<file path="src/rtl/fifo_out_sink.sv">
// rtl/fifo_out_sink.sv - buffered ap_fifo sink with paced drain, nibble fold and per-run signature
// Gives HLS kernels real backpressure and reports a signature/word count on ap_done.
module fifo_out_sink #(
  parameter int DATA_WIDTH = 32,
  parameter int FIFO_DEPTH = 16,
  parameter int ADDR_WIDTH = 4,
  parameter int DRAIN_INV  = 1
) (
  input  logic                  ap_clk,
  input  logic                  ap_rst,
  input  logic [DATA_WIDTH-1:0] y_din,
  input  logic                  y_write,
  output logic                  y_full_n,
  input  logic                  ap_done,
  output logic [3:0]            data_out,
  output logic                  data_valid,
  output logic [31:0]           sig_out,
  output logic [15:0]           word_cnt,
  output logic                  sig_valid,
  output logic                  overflow
);

  typedef enum logic [1:0] {ST_RUN, ST_FLUSH, ST_REPORT} state_t;

  localparam logic [ADDR_WIDTH:0] L_FULL   = (ADDR_WIDTH+1)'(FIFO_DEPTH);
  localparam logic [7:0]          L_RELOAD = 8'(DRAIN_INV - 1);

  logic [DATA_WIDTH-1:0] r_mem [FIFO_DEPTH];
  logic [ADDR_WIDTH-1:0] r_wr_ptr;
  logic [ADDR_WIDTH-1:0] r_rd_ptr;
  logic [ADDR_WIDTH:0]   r_count;
  logic [7:0]            r_timer;
  logic [31:0]           r_sig_acc;
  logic [15:0]           r_cnt_acc;
  state_t                r_state;
  logic [3:0]            r_data_out;
  logic                  r_data_valid;
  logic [31:0]           r_sig_out;
  logic [15:0]           r_word_cnt;
  logic                  r_sig_valid;
  logic                  r_overflow;

  logic                  w_push;
  logic                  w_pop;
  logic                  w_report_go;
  logic [DATA_WIDTH-1:0] w_rd_word;
  logic [31:0]           w_word32;
  logic [7:0]            w_byte_x;
  logic [3:0]            w_fold;

  assign y_full_n    = (r_count != L_FULL);
  assign w_push      = y_write && y_full_n;
  assign w_pop       = (r_count != '0) && (r_timer == 8'd0);
  // An empty buffer means nothing is left to pop into the accumulators.
  assign w_report_go = (r_state == ST_FLUSH) && (r_count == '0);
  assign w_rd_word   = r_mem[r_rd_ptr];
  assign w_word32    = 32'(w_rd_word);

  always_comb begin
    w_byte_x = '0;
    for (int i = 0; i < DATA_WIDTH / 8; i++) begin
      w_byte_x = w_byte_x ^ w_rd_word[i*8 +: 8];
    end
  end
  assign w_fold = w_byte_x[7:4] ^ w_byte_x[3:0];

  always_ff @(posedge ap_clk) begin
    if (w_push) begin
      r_mem[r_wr_ptr] <= y_din;
    end
  end

  always_ff @(posedge ap_clk or negedge ap_rst) begin
    if (!ap_rst) begin
      r_wr_ptr     <= '0;
      r_rd_ptr     <= '0;
      r_count      <= '0;
      r_timer      <= 8'd0;
      r_sig_acc    <= 32'd0;
      r_cnt_acc    <= 16'd0;
      r_state      <= ST_RUN;
      r_data_out   <= 4'd0;
      r_data_valid <= 1'b0;
      r_sig_out    <= 32'd0;
      r_word_cnt   <= 16'd0;
      r_sig_valid  <= 1'b0;
      r_overflow   <= 1'b0;
    end else begin
      if (w_push) begin
        r_wr_ptr <= r_wr_ptr + 1'b1;
      end
      if (w_pop) begin
        r_rd_ptr <= r_rd_ptr + 1'b1;
      end
      case ({w_push, w_pop})
        2'b10:   r_count <= r_count + 1'b1;
        2'b01:   r_count <= r_count - 1'b1;
        default: r_count <= r_count;
      endcase

      if (w_pop) begin
        r_timer <= L_RELOAD;
      end else if (r_timer != 8'd0) begin
        r_timer <= r_timer - 8'd1;
      end

      r_data_valid <= w_pop;
      r_data_out   <= w_pop ? w_fold : 4'd0;

      if (y_write && !y_full_n) begin
        r_overflow <= 1'b1;
      end

      r_sig_valid <= 1'b0;
      if (w_report_go) begin
        r_sig_out   <= r_sig_acc;
        r_word_cnt  <= r_cnt_acc;
        r_sig_valid <= 1'b1;
        r_sig_acc   <= 32'd0;
        r_cnt_acc   <= 16'd0;
      end else if (w_pop) begin
        r_sig_acc <= {r_sig_acc[30:0], r_sig_acc[31]} ^ w_word32;
        if (r_cnt_acc != 16'hFFFF) begin
          r_cnt_acc <= r_cnt_acc + 16'd1;
        end
      end

      // Further ap_done pulses are ignored until the report has gone out.
      case (r_state)
        ST_RUN:    if (ap_done) r_state <= ST_FLUSH;
        ST_FLUSH:  if (w_report_go) r_state <= ST_REPORT;
        ST_REPORT: r_state <= ST_RUN;
        default:   r_state <= ST_RUN;
      endcase
    end
  end

  assign data_out   = r_data_out;
  assign data_valid = r_data_valid;
  assign sig_out    = r_sig_out;
  assign word_cnt   = r_word_cnt;
  assign sig_valid  = r_sig_valid;
  assign overflow   = r_overflow;

endmodule

</file>
<file path="config.mk">
export PLATFORM = sky130hd
export DESIGN_NAME = fifo_out_sink
export DESIGN_NICKNAME = d
export VERILOG_FILES = /design/src/rtl/fifo_out_sink.sv
export SDC_FILE = /design/constraint.sdc
export NUM_CORES = 1
export LEC_CHECK = 0
export BUFFER_PORTS_ARGS = -buffer_cell sky130_fd_sc_hd__buf_2
export CAP_MARGIN = 5
export CORE_ASPECT_RATIO = 0.8
export CORE_UTILIZATION = 49
export DETAILED_ROUTE_END_ITERATION = 10
export PLACE_DENSITY = 0.65
export SLEW_MARGIN = 10
export SYNTH_ARGS = -nofsm -noshare
export SYNTH_HDL_FRONTEND = slang
export SYNTH_SLANG_ARGS = --single-unit
</file>
<file path="constraint.sdc">
create_clock -name ap_clk -period 9.2 [get_ports ap_clk]
set_clock_uncertainty 0.15 [all_clocks]
set_input_delay 0.46 -clock ap_clk [delete_from_list [all_inputs] [get_ports ap_clk]]
set_output_delay 0.46 -clock ap_clk [all_outputs]
set_load 0.05 [all_outputs]
</file>
[Word level (Yosys, flattened, before mapping)]
Memory sizes are Yosys's and may differ from the RTL's.
Cells that the tools add are included.
Operators by class
  add/subtract/negate cells: 6
  equal/unequal tests: 7
  muxes and demuxes: 15
  bitwise logic cells: 5
  reductions and logical operators: 16
Operators with widths (count)
  $mux W32: 2
  $mux W16: 3
  $xor A32 B32 Y32: 1
  $xor A8 B8 Y8: 3
  $add A16 B1 Y16 const B: 1
  $mux W8: 2
  $ne A16 B16 Y1 const B: 1
  $pmux W5 S2: 1
  $add A4 B1 Y4 const B: 2
  $logic_not A8 Y1: 1
  $reduce_bool A2 Y1: 4
  $reduce_bool A8 Y1: 1
  $sub A8 B1 Y8 const B: 1
  $add A5 B1 Y5 const B: 1
  $logic_not A5 Y1: 1
  $ne A5 B5 Y1 const B: 1
  $reduce_bool A5 Y1: 1
  $sub A5 B1 Y5 const B: 1
  $eq A2 B1 Y1 const B: 2
  $logic_and A1 B1 Y1: 4
  $mux W2: 2
  $mux W4: 1
  $ne A2 B2 Y1 const B: 2
  $pmux W2 S2: 1
  other kinds (6): 9
Word-level totals
  flip-flop bits (word level): 126
  RAM bits: 512
  bits of input ports: 36
  output and inout port bits: 56
  logic and storage cells: 63
  memories: 1
Memories
  r_mem: words 16, bits a word 32, read ports 1, clocked after Yosys merged registers in 0, wr ports 1, line 28  | logic [DATA_WIDTH-1:0] r_mem [FIFO_DEPTH];

[Longest topological paths before layout]
Gate-level depths: netlist of run 1.
An unclocked memory read counts as a cell.
  depth after elaboration: 6
  gate-level depth with buffers: 16
  mapped depth without buffers: 14

[Least setup slack after synthesis of run 1]
OpenSTA, ideal clock, no wires.
  path type: reg2reg
  start point: reg r_count[1]
  end point: mem r_mem[3][0] (enable)
  setup time: 461 ps
  arrival time: 3698 ps
  required time: 8589 ps
  path slack: 4891 ps
  cell stages (with the launch flop): 7
  path buffers: 2
  period minus slack after synthesis: 4309 ps
  path through: dfrtp_1 clkbuf_1 nor4_2 a21boi_0 clkbuf_1 nand2_1 nor3_1
Between the ends
  cells in the longest elaborated chain, start to end: 4
RTL lines
  from (decl): line 31  | logic [ADDR_WIDTH:0] r_count;
  from (signal assigned): line 96  | 2'b10: r_count <= r_count + 1'b1;
  from (signal assigned): line 97  | 2'b01: r_count <= r_count - 1'b1;
  from (signal assigned): line 98  | default: r_count <= r_count;
  $ne A5 B5 Y1: line 51  | assign y_full_n = (r_count != L_FULL);
  $logic_and A1 B1 Y1: line 52  | assign w_push = y_write && y_full_n;
  $mux W1: line 68  | if (w_push) begin
  $mux W1 (not written as such): line 69  | r_mem[r_wr_ptr] <= y_din;
  to (decl): line 28
No other way between the ends.

[Final worst setup path of run 1]
  start point: reg r_rd_ptr[2]
  end point: reg r_data_out[1], in the netlist data_out[1]
Between the ends
  cells in the longest elaborated chain, start to end: 6
RTL lines
  from (decl): line 30  | logic [ADDR_WIDTH-1:0] r_rd_ptr;
  from (signal assigned): line 93  | r_rd_ptr <= r_rd_ptr + 1'b1;
  $mem_v2 Z16 W32 (*)
  $xor A8 B8 Y8 (2 in series): line 62  | w_byte_x = w_byte_x ^ w_rd_word[i*8 +: 8];
  $xor A8 B8 Y8 (*): line 62
  $xor A4 B4 Y4 (*): line 65  | assign w_fold = w_byte_x[7:4] ^ w_byte_x[3:0];
  $mux W4 (*): line 108  | r_data_out <= w_pop ? w_fold : 4'd0;
  to (signal assigned): line 108
  to (decl): line 36  | logic [3:0] r_data_out;
Every way passes the cells marked *; elsewhere a longest branch is shown, timed or not.
A chain may end at the register's enable or synchronous reset.

==> flow_summary.ini, run 1 <==
[status]
outcome = complete, no violations

[worst_setup_path]
worstPathArrival_ps = 4360
cp-start-kind = flip-flop
slowest_stage = dfrtp_4
path_common_cell = xnor2_1
critPathKind = reg -> reg
end_kind = flip-flop
path_cells = buf_4 -> buf_4 -> mux4_2 -> a22oi_1 -> nand2_1 -> xnor2_1 -> xnor2_1 -> xnor2_1 -> nor2_1
slowest_delay_ps = 1000
cp.required_ps = 9520
crit_fanout = 55

[placed_design]
numPortBuffers = 91
place_congestion = 0.7521
dp_hpwl_um = 30950

[yosys]
synth_cells = 1387
synth.avg_cell_area_um2 = 17.98
synth.cells.most_frequent = 512 x edfxtp_1, 200 x nand2_1, 128 x mux4_2, 126 x dfrtp_1, 72 x xnor2_1
synth_edf_count = 512
yosys-top-cells-area = edfxtp_1 62%, dfrtp_1 13%, mux4_2 12%
seq_area_frac_synth = 0.7431
synthArstFlopShare = 0.1975
synthFlopType = edfxtp_1
synth-seq-cells = 638
yosysUniqueCellTypes = 46
synth_area_leader_cell = edfxtp_1
syn_area_mm2 = 0.02493
yosysMostFrequentCell = edfxtp_1
synth_top_area_frac = 0.6167
synth.net_count = 1434
yosys_warnings = 0

[floorplanning]
rows = 73
start_util = 0.4990
ios = 92
core_area_mm2 = 0.04996
floorplan.die_area_mm2 = 0.05179
die_h_um = 203.8
die_x_um = 254.2

[timing]
fmaxAchievable_mhz = 247.7
whs_ps = 64.62
hold_violations = 0
setup_viol = 0
worstMarginPinSlew_ps = 1065
slew_headroom = 0.2902
grt_setup_unrepaired = false
fin_tns_setup_ps = 0
min_period_over_period = 0.4389
slew_violations = 0
min_period_ps = 4038

[hold_path]
hp-class = in -> reg

[grt]
grt_overflow_total = 0
antenna_found_initial = 5
grtUsageTotal = 0.2268
grt_max_degree = 99
grt_pass1_wl_um = 84440
grt_pass1_vias = 12700

[power_and_ir_drop]
combPwrFrac = 0.344
clkPwrFrac = 0.249
p_int_w = 0.006330
leakage_nw = 9.843
powerDensity_mw_per_mm2 = 346.1
max-vdd-ir-drop_uv = 222.5
p_switching_w = 0.003415
switching_share = 0.3504
seq_power_share = 0.408

[layout]
fill_cells = 3838
area_growth_pct = 12.93
drive_above_1_share = 0.2351
finish.net_count = 1544

[clock_tree]
numCtsBuffers = 60
cts_resized = 0
cts_hold_buf = 3
clk_path_buf_depth = 3
cts_tree = built
htree_levels = 2
clock-sinks = 638
cts-root-buf = clkbuf_16
clock_latency_ps = 620
clkSlewWorstSetupHoldPaths_ps = 60
post-cts-setup-buffers = 0

[flow_run]
cap_violations = 0

[routing]
drc = 0
wirelength_um = 57110
ant_nets = 0
drt_pass1_iterations = 5
viasPerCell = 5.792
drt-initial-drc-count = 1450
routedWlPerCell_um = 25.77
vias = 12840
==> path summary, 6_finish.rpt <==
check	start	to	slack (ps)	cells after the start
setup reg to reg	r_rd_ptr[2]	data_out[1]	5160	9
min in group asynchronous	ap_rst	r_timer[2]	240	2
hold / removal	y_din[12]	r_mem[11][12]	60	1
setup / recovery	r_rd_ptr[2]	data_out[1]	5160	9
max in group asynchronous	ap_rst	r_rd_ptr[2]	7050	3
hold reg to reg	r_state[1]	r_state[0]	280	1
==> critical path: cells and delay by family (launching register included) <==
kind                      cells  cell delay (ps)
and+or+nand+nor               2              310
DFF                           1             1000
xor gates and xnor gates      3              560
AOI/OAI and AO/OA             1              250
muxes                         1              390
buffers and inverters         2             1170
==> stage by stage <==
step / util / instance area [um2] / setup slack (ps) / total power (W) / cells
2_1_floorplan: - / 24930 / 4891 / 0.006391 / 1387
3_3_place_gp: 0.5250 / 26230 / 5139 / 0.007363 / 2107
3_5_place_dp: 0.5250 / 26230 / 5152 / 0.007394 / 2107
4_1_cts: 0.5635 / 28150 / 5145 / 0.009811 / 2215
5_1_grt: 0.5635 / 28160 / 4961 / 0.01018 / 2216
6_report: 0.5635 / 28160 / 5162 / 0.009746 / 2216
==> area by class of cell <==
class / count / area, um2 / share of cell area
multi-input cells: 664 / 6132 / 0.2178
repair buffers: 121 / 703.2 / 0.02497
inverters: 12 / 45.04 / 0.001600
clock buffers: 83 / 1648 / 0.05853
clock inverters: 22 / 245.2 / 0.008710
diodes: 1 / 2.502 / 0.00008888
flip-flops and latches: 638 / 18540 / 0.6583
well taps: 675 / 844.6 / 0.03000
==> cell usage in the layout, fill, tap and decap left out, drive strengths merged, types with 2 or more instances in the layout <==
cell type and instances:
nor3 5, edfxtp 512, buf 118, xor2 18
inv 13, and3 2, nor2 43, mux4 128
dlygate4sd3 3, a21oi 3, nor2b 2, xnor2 72
a211oi 2, nand4 6, ha 11, dfrtp 126
nand3 39, a22oi 65, bufinv 5, o21ai 42
nand2b 5, clkbuf 83, nor4 5, nand2 200
clkinvlp 3, mux2 3, clkinv 13
==> power groups by stage <==
stage | clock network (W) | logic, W | registers [W]
floorplan | 0 | 0.00228 | 0.00411
global placement | 0 | 0.00335 | 0.00401
detailed placement | 0 | 0.00337 | 0.00403
CTS | 0.00246 | 0.00337 | 0.00397
global route | 0.00257 | 0.00360 | 0.00402
finish | 0.00242 | 0.00335 | 0.00397
==> flip-flops by register name (all words and copies together), names as in the netlist <==
register	flops
r_mem	512
r_sig_acc	32
sig_out	32
r_cnt_acc	16
word_cnt	16
r_timer	8
r_count	5
data_out	4
r_rd_ptr	4
r_wr_ptr	4
r_state	2
data_valid	1
overflow	1
sig_valid	1
==> per-layer routing <==
| layer | wire length [um] | up-vias | part of all wire | global-route usage |
|---|---|---|---|---|
| li1 | - | 5558 | - | - |
| met1 | 26240 | 6682 | 0.46 | 0.3529 |
| met2 | 25190 | 497 | 0.44 | 0.3260 |
| met3 | 4452 | 92 | 0.078 | 0.04786 |
| met4 | 1189 | 6 | 0.021 | 0.05852 |
| met5 | 44 | - | 0.00077 | 0 |
==> kinds of logic after synthesis <==
family          after synthesis  synth area share
compound gates              119           0.03317
flops                       638            0.7431
mux                         132            0.1174
xor+xnor                     90           0.03162
fa+ha+maj                    11          0.005520
simple gates                312           0.05294
buf+inv                      85           0.01626
No activity file was read; power rests on OpenSTA's default activity.
==> run 2, diff against run 1 <==
--- a/config.mk
+++ b/config.mk
@@ -10,7 +10,7 @@
 export CORE_ASPECT_RATIO = 0.8
 export CORE_UTILIZATION = 49
 export DETAILED_ROUTE_END_ITERATION = 10
-export PLACE_DENSITY = 0.65
+export PLACE_DENSITY = 0.68
 export SLEW_MARGIN = 10
 export SYNTH_ARGS = -nofsm -noshare
 export SYNTH_HDL_FRONTEND = slang
==> constraint.sdc (replaced) <==
create_clock -name ap_clk -period 3.6 [get_ports ap_clk]
set_clock_uncertainty 0.15 [all_clocks]
set_input_delay 0.18 -clock ap_clk [delete_from_list [all_inputs] [get_ports ap_clk]]
set_output_delay 0.18 -clock ap_clk [all_outputs]
set_load 0.05 [all_outputs]
==> run 2 against run 1 <==
Critical path depth up 5. Maximum frequency up 24%. Non-clock buffer count up 54. Clock power up 140%. First-iteration DRC count down 1.5%. Via count about the same. Register-to-register slack worse by 4800 ps. Global-route usage down 0.86 points. Clock-buffer cell count down 11. Critical endpoint is now r_count[4]. Highest routed layer is now met4.
==> flow_summary.ini, run 2 (synthesized netlist as in run 1, its figures left out) <==
[grt]
grt_pass1_vias = 13040
grt_max_degree = 95
antenna_found_initial = 0
grtUsageTotal = 0.2182
grt_overflow_total = 0
grt_pass1_wl_um = 82750

[timing]
slew_headroom = 0.4172
min_period_over_period = 0.9042
slew_violations = 0
setup_viol = 0
grt_setup_unrepaired = false
worstMarginPinSlew_ps = 874.2
whs_ps = 260.4
hold_violations = 0
min_period_ps = 3255
fmaxAchievable_mhz = 307.2
fin_tns_setup_ps = 0

[routing]
viasPerCell = 5.646
ant_nets = 0
routedWlPerCell_um = 24.39
drc = 0
drt_pass1_iterations = 5
wirelength_um = 55490
vias = 12840
drt-initial-drc-count = 1428

[placed_design]
place_congestion = 0.7723
numPortBuffers = 91
dp_hpwl_um = 30420

[floorplanning]
die_h_um = 203.8
core_area_mm2 = 0.04996
rows = 73
start_util = 0.4990
die_x_um = 254.2
ios = 92
floorplan.die_area_mm2 = 0.05179

[worst_setup_path]
r2r-start = r_timer[0]
critPathKind = reg -> reg
worstRegToRegCells = 14
reg2reg_setup_slack_ps = 340
worstSetupStartpoint = r_timer[0]
crit_end = r_count[4]
crit_fanout = 8
worstPathArrival_ps = 3610
rr_endpoint = r_count[4]
cp.required_ps = 3950
end_kind = flip-flop
cp-start-kind = flip-flop

[power_and_ir_drop]
max-vdd-ir-drop_uv = 457.8
fin_total_pwr_w = 0.02489
leakage_nw = 10.11
clkPwrFrac = 0.236
p_int_w = 0.01613
p_switching_w = 0.008760
switching_share = 0.3519
seq_power_share = 0.401
combPwrFrac = 0.363
powerDensity_mw_per_mm2 = 866.5

[clock_tree]
clkSlewWorstSetupHoldPaths_ps = 60
numCtsBuffers = 59
cts_tree = built
cts-root-buf = clkbuf_16
post-cts-setup-buffers = 0
clk_path_buf_depth = 3
clock-sinks = 638
clock_latency_ps = 610
htree_levels = 2

[layout]
layout_commonest_cell = edfxtp_1
num_antenna_cells = 0
layout_common_cells = 512 x edfxtp_1, 200 x nand2_1, 128 x mux4_2
fill_cells = 3761
largest_reg_flops = 512
largest-register = r_mem
drive_above_1_share = 0.2438
finish.net_count = 1597
area_growth_pct = 15.21

[status]
outcome = complete, no violations

[hold_path]
hp-class = in -> reg

[flow_run]
cap_violations = 0
## run 2: worst min-delay path by stage
stage | endpoint | cells past startpoint | from | slack, ps
CTS | overflow | 3 | y_write | 230
floorplan | data_out[0] | 0 | ap_rst | -270
global route | overflow | 3 | y_write | 260
detailed placement | r_timer[7] | 1 | ap_rst | 20
global placement | r_count[3] | 1 | ap_rst | 10
finish | overflow | 3 | y_write | 260
## run 2: final cells by class
cell class                 count  area (um2)  area share
tap                          675       844.6     0.02940
inverter                      12       45.04    0.001568
sequential                   638       18540      0.6453
multi-input combinational    664        6170      0.2148
clock buffer                  72        1546     0.05384
clock inverter                39       255.2    0.008886
timing repair buffer         175        1329     0.04626
## run 2: critical path, cell delays in order, from the launching register on
cell and delay [ps]:
dfrtp_1 420, inv_1 100, ha_1 190, or3b_2 480, a211o_4 280, inv_1 170, ha_4 220, xor2_1 80
ha_1 210, o21ai_0 140, nand2b_1 80, a31oi_1 230, xor2_1 180, nor2_1 70, xnor2_1 170
## run 2: repair_timing
action	4_1_cts	5_1_grt
gates resized for setup	0	2
hold endpoints to repair	640	0
hold buffers	37	0
endpoints found under the setup margin	0	1
## run 2: per-layer routing
layer  vias to the layer above  wire [um]  track usage
li1                       5674          -            -
met1                      6636      24710       0.3271
met2                       454      25990       0.3409
met3                        80       3853      0.03446
met4                         0        939      0.04583
met5                         -          0            0
## run 2: stage by stage
step	instance area [um2]	util	setup slack [ps]	cells
after global routing	28730	0.5749	57.99	2275
after CTS	28710	0.5747	212.5	2275
final	28730	0.5749	344.9	2275
after detailed placement	26530	0.5310	252.7	2127
after floorplan	24950	-	145.6	1387
after global placement	26530	0.5310	322.7	2127
## run 2: power by group through the flow
stage          Sequential (W)  Clock [W]  Combinational, W
6_report              0.00999    0.00587           0.00903
3_5_place_dp           0.0101          0           0.00901
4_1_cts               0.00999    0.00597           0.00908
3_3_place_gp           0.0101          0           0.00889
5_1_grt                0.0101    0.00624           0.00968
2_1_floorplan          0.0105          0           0.00583
